===== src/rtl/alu_arbiter_if.sv =====
// Request bundle for one ALU requester: valid/ready handshake plus operands.
interface alu_arbiter_if #(
    parameter int TAG_W = 4
) ();
    logic             valid;
    logic             ready;
    logic [4:0]       control;
    logic [31:0]      pc;
    logic [1:0]       imm_en;
    logic [11:0]      imm;
    logic [19:0]      imm_u_j;
    logic [31:0]      in_1;
    logic [31:0]      in_2;
    logic [TAG_W-1:0] tag;

    modport master (
        output valid, control, pc, imm_en, imm, imm_u_j, in_1, in_2, tag,
        input  ready
    );

    modport slave (
        input  valid, control, pc, imm_en, imm, imm_u_j, in_1, in_2, tag,
        output ready
    );
endinterface


===== src/rtl/alu_arbiter.sv =====
// Round-robin two-port issue arbiter for the shared ALU.
// Control goes out in the grant cycle, operands one cycle later, result two.
module alu_arbiter #(
    parameter int TAG_W = 4
) (
    input  logic             clk,
    input  logic             reset,
    alu_arbiter_if.slave     req0,
    alu_arbiter_if.slave     req1,
    input  logic             hold,
    input  logic             flush,
    output logic [4:0]       alu_control,
    output logic [31:0]      alu_pc,
    output logic [1:0]       alu_imm_en,
    output logic [11:0]      alu_imm,
    output logic [19:0]      alu_imm_u_j,
    output logic [31:0]      alu_in_1,
    output logic [31:0]      alu_in_2,
    input  logic [31:0]      alu_out,
    input  logic             alu_take_branch,
    output logic             rsp_valid,
    output logic             rsp_port,
    output logic [TAG_W-1:0] rsp_tag,
    output logic [31:0]      rsp_out,
    output logic             rsp_take_branch
);

    logic             pri_q, pri_d;
    logic             s1_valid_q, s1_valid_d;
    logic             s1_port_q, s1_port_d;
    logic [TAG_W-1:0] s1_tag_q, s1_tag_d;
    logic [31:0]      s1_in_1_q, s1_in_1_d;
    logic [31:0]      s1_in_2_q, s1_in_2_d;
    logic             s2_valid_q, s2_valid_d;
    logic             s2_port_q, s2_port_d;
    logic [TAG_W-1:0] s2_tag_q, s2_tag_d;

    logic g0, g1, open;

    // reset gates the grant so ready drops the moment reset asserts
    always_comb begin
        open = reset & ~hold & ~flush;
        g0   = open & req0.valid & (~pri_q | ~req1.valid);
        g1   = open & req1.valid & (pri_q | ~req0.valid);
    end

    assign req0.ready = g0;
    assign req1.ready = g1;

    always_comb begin
        alu_control = '0;
        alu_pc      = '0;
        alu_imm_en  = '0;
        alu_imm     = '0;
        alu_imm_u_j = '0;
        unique case (1'b1)
            g0: begin
                alu_control = req0.control;
                alu_pc      = req0.pc;
                alu_imm_en  = req0.imm_en;
                alu_imm     = req0.imm;
                alu_imm_u_j = req0.imm_u_j;
            end
            g1: begin
                alu_control = req1.control;
                alu_pc      = req1.pc;
                alu_imm_en  = req1.imm_en;
                alu_imm     = req1.imm;
                alu_imm_u_j = req1.imm_u_j;
            end
            default: ;
        endcase
    end

    always_comb begin
        pri_d      = pri_q;
        s1_valid_d = g0 | g1;
        s1_port_d  = s1_port_q;
        s1_tag_d   = s1_tag_q;
        s1_in_1_d  = s1_in_1_q;
        s1_in_2_d  = s1_in_2_q;
        if (g0) begin
            pri_d     = 1'b1;
            s1_port_d = 1'b0;
            s1_tag_d  = req0.tag;
            s1_in_1_d = req0.in_1;
            s1_in_2_d = req0.in_2;
        end else if (g1) begin
            pri_d     = 1'b0;
            s1_port_d = 1'b1;
            s1_tag_d  = req1.tag;
            s1_in_1_d = req1.in_1;
            s1_in_2_d = req1.in_2;
        end
        s2_valid_d = s1_valid_q & ~flush;
        s2_port_d  = s1_port_q;
        s2_tag_d   = s1_tag_q;
    end

    always_ff @(posedge clk or negedge reset) begin
        if (!reset) begin
            pri_q      <= 1'b0;
            s1_valid_q <= 1'b0;
            s1_port_q  <= 1'b0;
            s1_tag_q   <= '0;
            s1_in_1_q  <= '0;
            s1_in_2_q  <= '0;
            s2_valid_q <= 1'b0;
            s2_port_q  <= 1'b0;
            s2_tag_q   <= '0;
        end else begin
            pri_q      <= pri_d;
            s1_valid_q <= s1_valid_d;
            s1_port_q  <= s1_port_d;
            s1_tag_q   <= s1_tag_d;
            s1_in_1_q  <= s1_in_1_d;
            s1_in_2_q  <= s1_in_2_d;
            s2_valid_q <= s2_valid_d;
            s2_port_q  <= s2_port_d;
            s2_tag_q   <= s2_tag_d;
        end
    end

    assign alu_in_1        = s1_valid_q ? s1_in_1_q : '0;
    assign alu_in_2        = s1_valid_q ? s1_in_2_q : '0;
    assign rsp_valid       = s2_valid_q;
    assign rsp_port        = s2_port_q;
    assign rsp_tag         = s2_tag_q;
    assign rsp_out         = alu_out;
    assign rsp_take_branch = alu_take_branch;

endmodule


===== src/flat_wrapper.sv =====
// flat-port wrapper written by rule: the top's interface ports become plain ports
module alu_arbiter_flat 
#(
    parameter int TAG_W = 4
)
  (clk, reset, hold, flush, alu_control, alu_pc, alu_imm_en, alu_imm, alu_imm_u_j, alu_in_1, alu_in_2, alu_out, alu_take_branch, rsp_valid, rsp_port, rsp_tag, rsp_out, rsp_take_branch, req0_valid, req0_control, req0_pc, req0_imm_en, req0_imm, req0_imm_u_j, req0_in_1, req0_in_2, req0_tag, req0_ready, req1_valid, req1_control, req1_pc, req1_imm_en, req1_imm, req1_imm_u_j, req1_in_1, req1_in_2, req1_tag, req1_ready);
  alu_arbiter_if #(.TAG_W(TAG_W)) req0_i ();
  alu_arbiter_if #(.TAG_W(TAG_W)) req1_i ();
  input  logic clk;
  input  logic reset;
  input  logic hold;
  input  logic flush;
  output logic [4:0] alu_control;
  output logic [31:0] alu_pc;
  output logic [1:0] alu_imm_en;
  output logic [11:0] alu_imm;
  output logic [19:0] alu_imm_u_j;
  output logic [31:0] alu_in_1;
  output logic [31:0] alu_in_2;
  input  logic [31:0] alu_out;
  input  logic alu_take_branch;
  output logic rsp_valid;
  output logic rsp_port;
  output logic [TAG_W-1:0] rsp_tag;
  output logic [31:0] rsp_out;
  output logic rsp_take_branch;
  input wire logic [$bits(req0_i.valid)-1:0] req0_valid;
  input wire logic [$bits(req0_i.control)-1:0] req0_control;
  input wire logic [$bits(req0_i.pc)-1:0] req0_pc;
  input wire logic [$bits(req0_i.imm_en)-1:0] req0_imm_en;
  input wire logic [$bits(req0_i.imm)-1:0] req0_imm;
  input wire logic [$bits(req0_i.imm_u_j)-1:0] req0_imm_u_j;
  input wire logic [$bits(req0_i.in_1)-1:0] req0_in_1;
  input wire logic [$bits(req0_i.in_2)-1:0] req0_in_2;
  input wire logic [$bits(req0_i.tag)-1:0] req0_tag;
  output wire logic [$bits(req0_i.ready)-1:0] req0_ready;
  input wire logic [$bits(req1_i.valid)-1:0] req1_valid;
  input wire logic [$bits(req1_i.control)-1:0] req1_control;
  input wire logic [$bits(req1_i.pc)-1:0] req1_pc;
  input wire logic [$bits(req1_i.imm_en)-1:0] req1_imm_en;
  input wire logic [$bits(req1_i.imm)-1:0] req1_imm;
  input wire logic [$bits(req1_i.imm_u_j)-1:0] req1_imm_u_j;
  input wire logic [$bits(req1_i.in_1)-1:0] req1_in_1;
  input wire logic [$bits(req1_i.in_2)-1:0] req1_in_2;
  input wire logic [$bits(req1_i.tag)-1:0] req1_tag;
  output wire logic [$bits(req1_i.ready)-1:0] req1_ready;
  assign req0_i.valid = req0_valid;
  assign req0_i.control = req0_control;
  assign req0_i.pc = req0_pc;
  assign req0_i.imm_en = req0_imm_en;
  assign req0_i.imm = req0_imm;
  assign req0_i.imm_u_j = req0_imm_u_j;
  assign req0_i.in_1 = req0_in_1;
  assign req0_i.in_2 = req0_in_2;
  assign req0_i.tag = req0_tag;
  assign req0_ready = req0_i.ready;
  assign req1_i.valid = req1_valid;
  assign req1_i.control = req1_control;
  assign req1_i.pc = req1_pc;
  assign req1_i.imm_en = req1_imm_en;
  assign req1_i.imm = req1_imm;
  assign req1_i.imm_u_j = req1_imm_u_j;
  assign req1_i.in_1 = req1_in_1;
  assign req1_i.in_2 = req1_in_2;
  assign req1_i.tag = req1_tag;
  assign req1_ready = req1_i.ready;
  alu_arbiter #(.TAG_W(TAG_W)) u_core (.clk(clk), .reset(reset), .req0(req0_i), .req1(req1_i), .hold(hold), .flush(flush), .alu_control(alu_control), .alu_pc(alu_pc), .alu_imm_en(alu_imm_en), .alu_imm(alu_imm), .alu_imm_u_j(alu_imm_u_j), .alu_in_1(alu_in_1), .alu_in_2(alu_in_2), .alu_out(alu_out), .alu_take_branch(alu_take_branch), .rsp_valid(rsp_valid), .rsp_port(rsp_port), .rsp_tag(rsp_tag), .rsp_out(rsp_out), .rsp_take_branch(rsp_take_branch));
endmodule

===== config.mk =====
export PLATFORM = sky130hd
export DESIGN_NAME = alu_arbiter_flat
export DESIGN_NICKNAME = d
export VERILOG_FILES = /design/src/rtl/alu_arbiter_if.sv /design/src/rtl/alu_arbiter.sv /design/src/flat_wrapper.sv
export SDC_FILE = /design/constraint.sdc
export NUM_CORES = 1
export LEC_CHECK = 0
export ABC_AREA = 1
export CAP_MARGIN = 20
export CORE_AREA = 2 2 191 193
export CTS_BUF_LIST = sky130_fd_sc_hd__clkbuf_8
export DETAILED_ROUTE_END_ITERATION = 8
export DIE_AREA = 0 0 193 195
export PLACE_DENSITY_LB_ADDON = 0.08
export SLEW_MARGIN = 5
export SYNTH_ARGS = -nofsm -noshare
export SYNTH_HDL_FRONTEND = slang
export SYNTH_SLANG_ARGS = --single-unit
export TNS_END_PERCENT = 1

===== constraint.sdc =====
create_clock -name clk -period 1.73 [get_ports clk]
set_input_delay 0.173 -clock clk [delete_from_list [all_inputs] [get_ports clk]]
set_output_delay 0.173 -clock clk [all_outputs]
set_load 0.01 [all_outputs]

Word level (Yosys, flattened, before mapping)
Cells that the tools add are included.
W data, S select, Z words.
- equality and inequality tests: 0
- $mul: 0
- mux-type cells: 17
- order comparisons: 0
- reduce and logical (&&, ||, !) cells: 1
- bitwise gates (word level): 15
- add/sub/neg operators: 0
- divide/modulo/power cells: 0
- shifts and indexed selects: 0
- operators by type and width (kind ; count):
    $mux W32 ; 6
    $pmux W32 S2 ; 1
    $pmux W20 S2 ; 1
    $pmux W12 S2 ; 1
    $pmux W5 S2 ; 1
    $mux W4 ; 2
    $and A1 B1 Y1 ; 7
    $not A1 Y1 ; 5
    $mux W1 ; 4
    $pmux W2 S2 ; 1
    $or A1 B1 Y1 ; 3
    $reduce_bool A2 Y1 ; 1
- word-level logic and storage cells: 42
- memories kept: 0
- bits in read-only memories: 0
- output and inout bits: 176
- register bits after elaboration: 77
- memory bits (writable): 0
- latch bits: 0

Depth between registers and ports, before layout
- depth after elaboration: 7
- mapped depth: 9
- gate-level depth less buffers: 7

Least setup slack after synthesis
No wires, ideal clock.
- path type: reg2out
- start: reg u_core.pri_q
- end: out alu_imm_u_j[10]
- path buffers: 2
- stages on the path, launching flop included: 8
- data required time: 1.557 ns
- path slack: 0.385 ns
- data arrival time: 1.172 ns
- cells stage by stage: dfrtp_1 > nand2_1 > nand2_2 > nor2_4 > buf_4 > buf_2 > nand2_1 > nand2_1
- word-level cells in the longest chain between the ends: 4
- elaborated cells between the ends (all ways): 6
- those cells by class: mux (1); bitwise (5)
- RTL lines (what ; line ; text):
    start: declaration ; alu_arbiter.sv:28 ; logic pri_q, pri_d;
    start signal: assignment ; alu_arbiter.sv:112 ; pri_q <= pri_d;
    $not A1 Y1 ; alu_arbiter.sv:43 ; g0 = open & req0.valid & (~pri_q | ~req1.valid);
    $or A1 B1 Y1 ; alu_arbiter.sv:43 ;
    $and A1 B1 Y1 ; alu_arbiter.sv:43 ;
    net req0_ready ; flat_wrapper.sv:36 ; output wire logic [$bits(req0_i.ready)-1:0] req0_ready;
    $pmux W20 S2 ; alu_arbiter.sv:56 ; unique case (1'b1)
    end: declaration ; flat_wrapper.sv:17 ; output logic [19:0] alu_imm_u_j;
The timed path passes the listed nets, and every way through them passes these cells.

Worst setup path in the final report
- start: reg u_core.pri_q
- end: out alu_imm_u_j[3]
- word-level cells in the longest chain between the ends: 4
- elaborated cells between the ends (all ways): 6
- those cells by class: mux (1); bitwise (5)
- RTL lines (what ; line):
    $not A1 Y1 ; alu_arbiter.sv:43
    $or A1 B1 Y1 ; alu_arbiter.sv:43
    $and A1 B1 Y1 ; alu_arbiter.sv:43
    $pmux W20 S2 (*) ; alu_arbiter.sv:56
Every way passes the cells marked *; elsewhere a longest branch is shown, timed or not.

==> flow_metrics.tcl <==
set metrics [dict create \
    async_reset_ff_share_pct 100 \
    period_share_pct 112 \
    synth-simple-area-share_pct 39.5 \
    synth_top_area_share_pct 33.1 \
    cts.sinks 77 \
    num_io_pins 493 \
    reg2regPathDepth 9 \
    grt_max_degree 69 \
    synth_most_common_cell "nand2_1" \
    finClkSkew_ns 0.0242 \
    rsz0062_at_grt "yes" \
    grt_pass1_vias 7523 \
    synth_xor_area_share_pct 0 \
    layout-drive-gt1-share_pct 13.3 \
    drt-initial-drc-count 261 \
    p_per_area_mw_per_mm2 550 \
    dr.pass1.iters 4 \
    worstPathCellList "inv_2, a21oi_2, nand2_2, inv_8, buf_12, buf_12, clkbuf_16, nand2_1, nand2_1, buf_2" \
    cts.path.max_buffers 2 \
    cp.arrival_ns 1.77 \
    ff2ff_setup_slack_ns 0.11 \
    timing.rr.start "u_core.pri_q" \
    synth.area.top_cells "dfrtp_1 (33%), nand2_1 (27%), nand3_1 (12%)" \
    ys_seq_elements 77 \
    maxCapViolCount 0 \
    worst_pin_slew_ns 0.674 \
    synth_fa_ha_area_share_pct 0 \
    hp-class "primary input to output pin" \
    synth_nets 1262 \
    hp-start "alu_out[12]" \
    placementRows 69 \
    violations "setup timing" \
    synth_top_family_by_area "simple AND/OR/NAND/NOR gates" \
    start_util_pct 16.5 \
    setup_viol 72 \
    antenna_found_initial 9 \
    holdWs_ns 0.346 \
    fmax_mhz 515 \
    via_per_inst 4.00 \
    numCtsBuffers 9 \
    min_path_cells 0 \
    cts.htree.levels 3 \
    reg2reg_to "u_core.s1_in_2_q[7]" \
    synth_edf_count 0 \
    yosysUniqueCellTypes 17 \
    ir_worst_vdd_mv 0.350 \
    post_drt_wl_per_cell_um 18.8 \
    gp_congestion 0.793 \
    p_leak_nw 5.86 \
    dp_hpwl_um 25500 \
    remaining_drc_errors 0 \
    fp.coreArea_mm2 0.0354 \
    syn_avg_cell_area_um2 6.17 \
    io_buffers 426 \
    synth_ff_type "dfrtp_1" \
    fin_util_pct 30.8 \
    synth_compound_area_share_pct 8.93 \
    min_period_ns 1.94 \
    setup_slack_ns -0.211 \
    path_clk_slew_ns 0.10 \
    synthTopCellsByCount "nand2_1 (415), inv_1 (136), nand3_1 (136), dfrtp_1 (77), o21bai_1 (68)" \
    drv_slew 0 \
    hold_end "rsp_out[12]" \
    outcome "finished with violations" \
    gr-usage-all-layers_pct 17.8 \
    ant_nets 0 \
    die-height_um 195 \
    start_kind "register" \
    setup_tns_ns -9.18 \
    finalWirelength_um 34000 \
    endpoint_kind "output pin" \
    cp_num_buf_inv 6 \
    slowest_stage "dfrtp_1" \
    cts_root_buf "clkbuf_8" \
    required_ns 1.56 \
    maxSlewHeadroom_pct 55.1 \
    nFillCells 3982 \
    grt_pass1_wl_um 49400 \
    die_x_um 193 \
    yosys_warnings 0 \
    slowest_delay_ns 0.41 \
    vias 7213 \
    syn_to_final_growth_pct 87.0 \
    dieArea_mm2 0.0376 \
    netlist_instances 945 \
    grt_overflow 0 \
    path_class "register to output pin" \
    synth.cell_area_mm2 0.00583 \
    final_nets 1648 \
    crit_path_max_fanout 4 \
    ys_seq_area_share_pct 33.1 \
    insertion_delay_ns 0.37 \
    synthMuxAreaShare_pct 0 \
    critPathTopFamily "buffers and inverters" \
    crit_start "u_core.pri_q" \
    cts_tree "done" \
    synth_area_leader_cell "dfrtp_1" \
    hold_violations 0 \
]
-- registers in the layout, indices dropped and copies added, names as in the netlist --
name	count
u_core.rsp_valid	1
u_core.s1_valid_q	1
u_core.pri_q	1
u_core.rsp_port	1
u_core.s1_port_q	1
u_core.s1_in_1_q	32
u_core.s1_in_2_q	32
u_core.rsp_tag	4
u_core.s1_tag_q	4
-- cell usage in the layout, fill, tap and decap left out, types with 2 or more instances in the layout --
master	instances
buf_12	12
buf_16	6
buf_2	37
buf_4	19
buf_6	43
bufinv_16	2
clkbuf_8	9
clkdlybuf4s15_1	4
clkdlybuf4s50_1	288
clkinv_2	2
dfrtp_1	76
diode_2	8
dlygate4sd2_1	60
dlygate4sd3_1	2
inv_1	136
inv_2	2
nand2_1	383
nand2_2	36
nand3_1	136
nor2_1	4
o21bai_1	68
-- final cells by class --
class	instances	area (um^2)	share of cell area (%)
well taps	461	577	5.29
flip-flops and latches	77	1930	17.7
clock buffers	9	124	1.14
multi-input cells	632	2910	26.7
inverters	138	526	4.82
repair buffers	473	4730	43.3
diodes	8	20.0	0.184
clock inverters	7	90.1	0.826
-- per-stage QoR --
stage	std cells	power, W	cell area [um^2]	setup slack [ns]
2_1_floorplan	945	0.00326	5830	0.385
4_1_cts	1795	0.00609	10600	-0.267
5_1_grt	1805	0.00642	10900	-0.283
3_5_place_dp	1765	0.00447	10400	-0.629
3_3_place_gp	1765	0.00448	10400	-0.688
6_report	1805	0.00600	10900	-0.211
-- where the power goes --
part / switching [W] / internal (W) / leakage, nW / total (W)
logic: 0.000867 / 0.00115 / 4.79 / 0.00202
clock network: 0.000757 / 0.000809 / 0.111 / 0.00157
registers: 0.000210 / 0.00220 / 0.961 / 0.00241
total: 0.00183 / 0.00416 / 5.86 / 0.00600
-- kinds of logic after synthesis --
| logic type | count (synthesis) |
|---|---|
| compound gates | 70 |
| simple gates | 562 |
| flops | 77 |
| buf+inv | 236 |
-- how the worst max path moves through the flow --
stage               slack (ns)  depth (start not counted)         endpoint
finish                   -0.21                         10   alu_imm_u_j[3]
global placement         -0.69                          8   alu_imm_u_j[8]
floorplan                 0.39                          7  alu_imm_u_j[10]
global route             -0.28                         10   alu_imm_u_j[3]
detailed placement       -0.63                          8   alu_imm_u_j[8]
CTS                      -0.27                         10  alu_imm_u_j[16]
-- metal layers --
metal	global-route usage (%)	up-vias	part of all wire [%]
met5	0	-	0.032
met2	32.5	271	53
met3	5.00	29	7.6
met1	19.7	3308	37
li1	-	3603	-
met4	5.95	2	1.9
-- worst register-to-register path, stage by stage, from the launching register on --
cell and delay [ns]:
dfrtp_1 0.41, nand2_1 0.08, nand2_2 0.09, buf_4 0.21, inv_2 0.05, nand2_2 0.13
nand2_2 0.15, buf_12 0.20, nand3_1 0.12, nand2_1 0.06
-- timing repair --
| item | CTS | global route |
|---|---|---|
| hold buffers | 2 | 0 |
| pin swaps | 2 | 12 |
| endpoints found under the setup margin | 194 | 135 |
| buffers inserted | 7 | 1 |
| gates cloned | 5 | 1 |
| endpoints found under the hold margin | 39 | 0 |
| gates resized for setup | 401 | 59 |
No activity file was read; power rests on OpenSTA's default activity.
